--- config.mk ---
export PLATFORM = sky130hd
export DESIGN_NAME = serial_ripple_subtractor
export DESIGN_NICKNAME = d
export VERILOG_FILES = /design/src/rtl/serial_ripple_subtractor.sv
export SDC_FILE = /design/constraint.sdc
export NUM_CORES = 1
export LEC_CHECK = 0
export BUFFER_PORTS_ARGS = -buffer_cell sky130_fd_sc_hd__buf_2
export CAP_MARGIN = 20
export CORE_UTILIZATION = 25
export DETAILED_ROUTE_END_ITERATION = 16
export GPL_ROUTABILITY_DRIVEN = 0
export HOLD_SLACK_MARGIN = 0.06
export PLACE_DENSITY = 0.55
export REMOVE_ABC_BUFFERS = 1
export SYNTH_ARGS = -nofsm -noshare
export SYNTH_HDL_FRONTEND = slang
export SYNTH_SLANG_ARGS = --single-unit
--- constraint.sdc ---
create_clock -name clk -period 1.1 [get_ports clk]
set_input_delay 0.22 -clock clk [delete_from_list [all_inputs] [get_ports clk]]
set_output_delay 0.22 -clock clk [all_outputs]
set_load 0.02 [all_outputs]
--- src/rtl/serial_ripple_subtractor.sv ---
// Bit-serial W-bit subtractor: diff = a - b - bin, one bit per clock, LSB first,
// through a single full-subtractor cell, with a start/busy/done handshake.
module serial_ripple_subtractor #(
    parameter int W  = 4,
    parameter int CW = 3
) (
    input  logic         clk,
    input  logic         reset,
    input  logic         start,
    input  logic [W-1:0] a,
    input  logic [W-1:0] b,
    input  logic         bin,
    output logic         busy,
    output logic         done,
    output logic [W-1:0] diff,
    output logic         bout
);

    typedef enum logic [1:0] {
        S_IDLE,
        S_RUN,
        S_DONE
    } state_t;

    state_t        state_q,  state_d;
    logic [CW-1:0] cnt_q,    cnt_d;
    logic [W-1:0]  sreg_a_q, sreg_a_d;
    logic [W-1:0]  sreg_b_q, sreg_b_d;
    logic          borrow_q, borrow_d;
    logic [W-1:0]  res_q,    res_d;
    logic [W-1:0]  diff_q,   diff_d;
    logic          bout_q,   bout_d;

    logic x, y, d_bit, br_next;

    always_comb begin
        state_d  = state_q;
        cnt_d    = cnt_q;
        sreg_a_d = sreg_a_q;
        sreg_b_d = sreg_b_q;
        borrow_d = borrow_q;
        res_d    = res_q;
        diff_d   = diff_q;
        bout_d   = bout_q;

        x       = sreg_a_q[0];
        y       = sreg_b_q[0];
        d_bit   = x ^ y ^ borrow_q;
        br_next = (~x & y) | (~(x ^ y) & borrow_q);

        case (state_q)
            S_IDLE: begin
                if (start) begin
                    sreg_a_d = a;
                    sreg_b_d = b;
                    borrow_d = bin;
                    res_d    = '0;
                    cnt_d    = '0;
                    state_d  = S_RUN;
                end
            end
            S_RUN: begin
                res_d    = {d_bit, res_q[W-1:1]};
                sreg_a_d = {1'b0, sreg_a_q[W-1:1]};
                sreg_b_d = {1'b0, sreg_b_q[W-1:1]};
                borrow_d = br_next;
                cnt_d    = cnt_q + CW'(1);
                // MSB edge: publish the whole result at once so diff never shows partials
                if (cnt_q == CW'(W - 1)) begin
                    diff_d  = {d_bit, res_q[W-1:1]};
                    bout_d  = br_next;
                    state_d = S_DONE;
                end
            end
            S_DONE: begin
                state_d = S_IDLE;
            end
            default: begin
                state_d = S_IDLE;
            end
        endcase
    end

    always_ff @(posedge clk) begin
        if (reset) begin
            state_q  <= S_IDLE;
            cnt_q    <= '0;
            sreg_a_q <= '0;
            sreg_b_q <= '0;
            borrow_q <= 1'b0;
            res_q    <= '0;
            diff_q   <= '0;
            bout_q   <= 1'b0;
        end else begin
            state_q  <= state_d;
            cnt_q    <= cnt_d;
            sreg_a_q <= sreg_a_d;
            sreg_b_q <= sreg_b_d;
            borrow_q <= borrow_d;
            res_q    <= res_d;
            diff_q   <= diff_d;
            bout_q   <= bout_d;
        end
    end

    assign busy = (state_q != S_IDLE);
    assign done = (state_q == S_DONE);
    assign diff = diff_q;
    assign bout = bout_q;

endmodule

==> flow_metrics.env <==
export IMPL_reg2reg_from="state_q[1]"
export IMPL_grt_overflow=0
export IMPL_rsz0062_at_grt="true"
export IMPL_final_nets=157
export IMPL_violations="setup timing"
export IMPL_diodes=0
export IMPL_power_density_nw_per_um2=1310
export IMPL_total_power_mw=1.94
export IMPL_crit_end="busy"
export IMPL_mostFrequentLayoutCells="buf_2, dfxtp_1, nor2_1, buf_4"
export IMPL_synth_top_area_share=0.439
export IMPL_dieArea_um2=4270
export IMPL_cts_tree="yes"
export IMPL_std_cell_rows=22
export IMPL_die_y_um=65.3
export IMPL_worst_pin_slew_ps=423
export IMPL_synth_avg_cell_area_um2=9.28
export IMPL_p_switching_mw=0.450
export IMPL_startpoint="state_q[0]"
export IMPL_tns_ps=-859
export IMPL_worst_ir_drop_vdd_mv=0.538
export IMPL_end_kind="primary output"
export IMPL_maxCapViolations=0
export IMPL_grt_pass1_vias=911
export IMPL_crit_fanout=3
export IMPL_yosysUniqueCellTypes=26
export IMPL_drive_above_1_share=0.567
export IMPL_swShare=0.232
export IMPL_fmax_mhz=813
export IMPL_cts_max_level=1
export IMPL_pre_cts_ws_ps=-123
export IMPL_power_leakage_nw=0.590
export IMPL_fin_util=0.397
export IMPL_dr_first_iter_drc_count=11
export IMPL_netlist_instances=108
export IMPL_antenna_found_initial=0
export IMPL_numCtsBuffers=3
export IMPL_outcome="finished with violations"
export IMPL_dp_hpwl_um=1570
export IMPL_worst_ep_arrival_time_ps=1010
export IMPL_rrSetupSlack_ps=-110
export IMPL_wl_per_cell_um=12.8
export IMPL_skew_ps=5.34
export IMPL_clkTransAtPathRegs_ps=80
export IMPL_hold_viol=0
export IMPL_grt_pass1_wl_um=4090
export IMPL_hold_ws_ps=189
export IMPL_finalMaxSlewViolations=0
export IMPL_rr_worst_depth=5
export IMPL_io_pins=19
export IMPL_syn_area_um2=1000
export IMPL_coreArea_um2=3740
export IMPL_intPower_mw=1.49
export IMPL_setup_viol=16
export IMPL_netlist_top_cell_by_area="dfxtp_1"
export IMPL_comb_power_share=0.165
export IMPL_period_needed_ps=1230
export IMPL_relSlewSlack=0.718
export IMPL_routed_via_density=4.69
export IMPL_p_clk_frac=0.389
export IMPL_hold_path_class="input pin to register"
export IMPL_drc=0
export IMPL_cp_required_ps=880
export IMPL_final_common_cell="buf_2"
export IMPL_clkLatencyLatePin_ps=260
export IMPL_grt_max_degree=23
export IMPL_area_delta_synth_final_pct=48.2
export IMPL_post_route_period_util=1.12
export IMPL_ant_nets=0
export IMPL_root_buffer="clkbuf_8"
export IMPL_first_pass_iters=4
export IMPL_vias=887
export IMPL_yosysWarnings=0
export IMPL_yosysSeqAreaShare=0.439
export IMPL_initial_core_util=0.268
export IMPL_cts_num_sinks=22
export IMPL_synth_seq_cells=22
export IMPL_yosys_top_cells_area="dfxtp_1, a21oi_1, o221a_2"
export IMPL_path_class="register to primary output"
export IMPL_pwr_share_seq=0.446
export IMPL_holdBufCountCts=0
export IMPL_cp_start_kind="register"
export IMPL_fin_ws_ps=-131
export IMPL_reg2reg_to="sreg_a_q[2]"
export IMPL_die_w_um=65.3
export IMPL_place_port_buffers=18
export IMPL_routed_wl_um=2410
export IMPL_grt_use_total=0.128
export IMPL_cts_buffer_depth=2
[worst max-delay path, stage by stage, from the launching register on]
cell and delay, ps:
dfxtp_2 330, buf_4 140, nor2_4 120, inv_2 40, buf_6 120
[how the worst min path moves through the flow]
stage             start     endpoint  cells past startpoint
4_1_cts            b[3]  sreg_b_q[3]                      3
5_1_grt            b[3]  sreg_b_q[3]                      3
6_report           a[3]  sreg_a_q[3]                      3
3_5_place_dp    diff[3]      diff[3]                      2
3_3_place_gp   res_q[1]      diff[0]                      2
2_1_floorplan     reset      diff[0]                      1
[Yosys cell counts]
cell        n
nand3b_1    1
a2bb2oi_1   1
nand2_1     5
dfxtp_1    22
o22ai_1     2
buf_6       3
nor3b_1     1
o221a_2     5
o21bai_4    1
buf_4       2
a311oi_1    1
fa_1        1
or3b_1      2
clkbuf_1    2
inv_1      10
nor3_1      3
nor2_2      2
nor2b_4     1
or2_2       2
a21oi_1    13
mux2i_1     2
nand2b_4    1
ha_1        2
nand3_1     4
nor2_1     13
a22oi_1     6
[cell families (layout without fill, tap and decap cells)]
kind of cell	count (synthesis)	after routing	synth area share
buffers and inverters	17	50	0.0936
flip-flops	22	22	0.439
AND/OR/NAND/NOR	35	35	0.187
adder cells (fa/ha/maj)	3	3	0.0449
multiplexers	2	2	0.0200
AO/OA/AOI/OAI	29	29	0.215
[per-stage QoR]
step           instance area, um2  cells
2_1_floorplan                 946    101
3_3_place_gp                 1180    178
3_5_place_dp                 1180    178
4_1_cts                      1410    188
5_1_grt                      1490    189
6_report                     1490    189
[registers in the layout (all words and copies together) (netlist names)]
| name | flops |
|---|---|
| borrow_q | 1 |
| cnt_q | 3 |
| diff | 4 |
| sreg_b_q | 4 |
| sreg_a_q | 4 |
| bout | 1 |
| state_q | 2 |
| res_q | 3 |
[power by group through the flow]
stage	clock network [mW]	registers (mW)	logic (mW)
floorplan	0	0.879	0.127
global placement	0	0.875	0.216
detailed placement	0	0.878	0.223
CTS	0.775	0.865	0.280
global route	0.805	0.872	0.353
finish	0.755	0.867	0.320
[area by class of cell]
class	instances	area, um2
Sequential cell	22	454
Fill cell	397	2260
Inverter	10	37.5
Timing Repair Buffer	36	280
Clock inverter	1	30.0
Multi-Input combinational cell	69	582
Clock buffer	3	41.3
Tap cell	48	60.1
[routing by layer]
layer | wire length (um) | up-vias | GRT usage
met5 | 0 | - | 0
met4 | 42 | 0 | 0.0543
met3 | 89 | 4 | 0.0347
met2 | 1220 | 16 | 0.222
met1 | 1060 | 427 | 0.146
li1 | - | 440 | -
[timing repair]
action                                  4_1_cts  5_1_grt
endpoints found under the hold margin         0        0
endpoints found under the setup margin       23       24
setup buffers                                 5        1
pin swaps                                    17        9
cloned                                        1        0
resized for setup                            36       13
(Power assumes the default switching activity.)
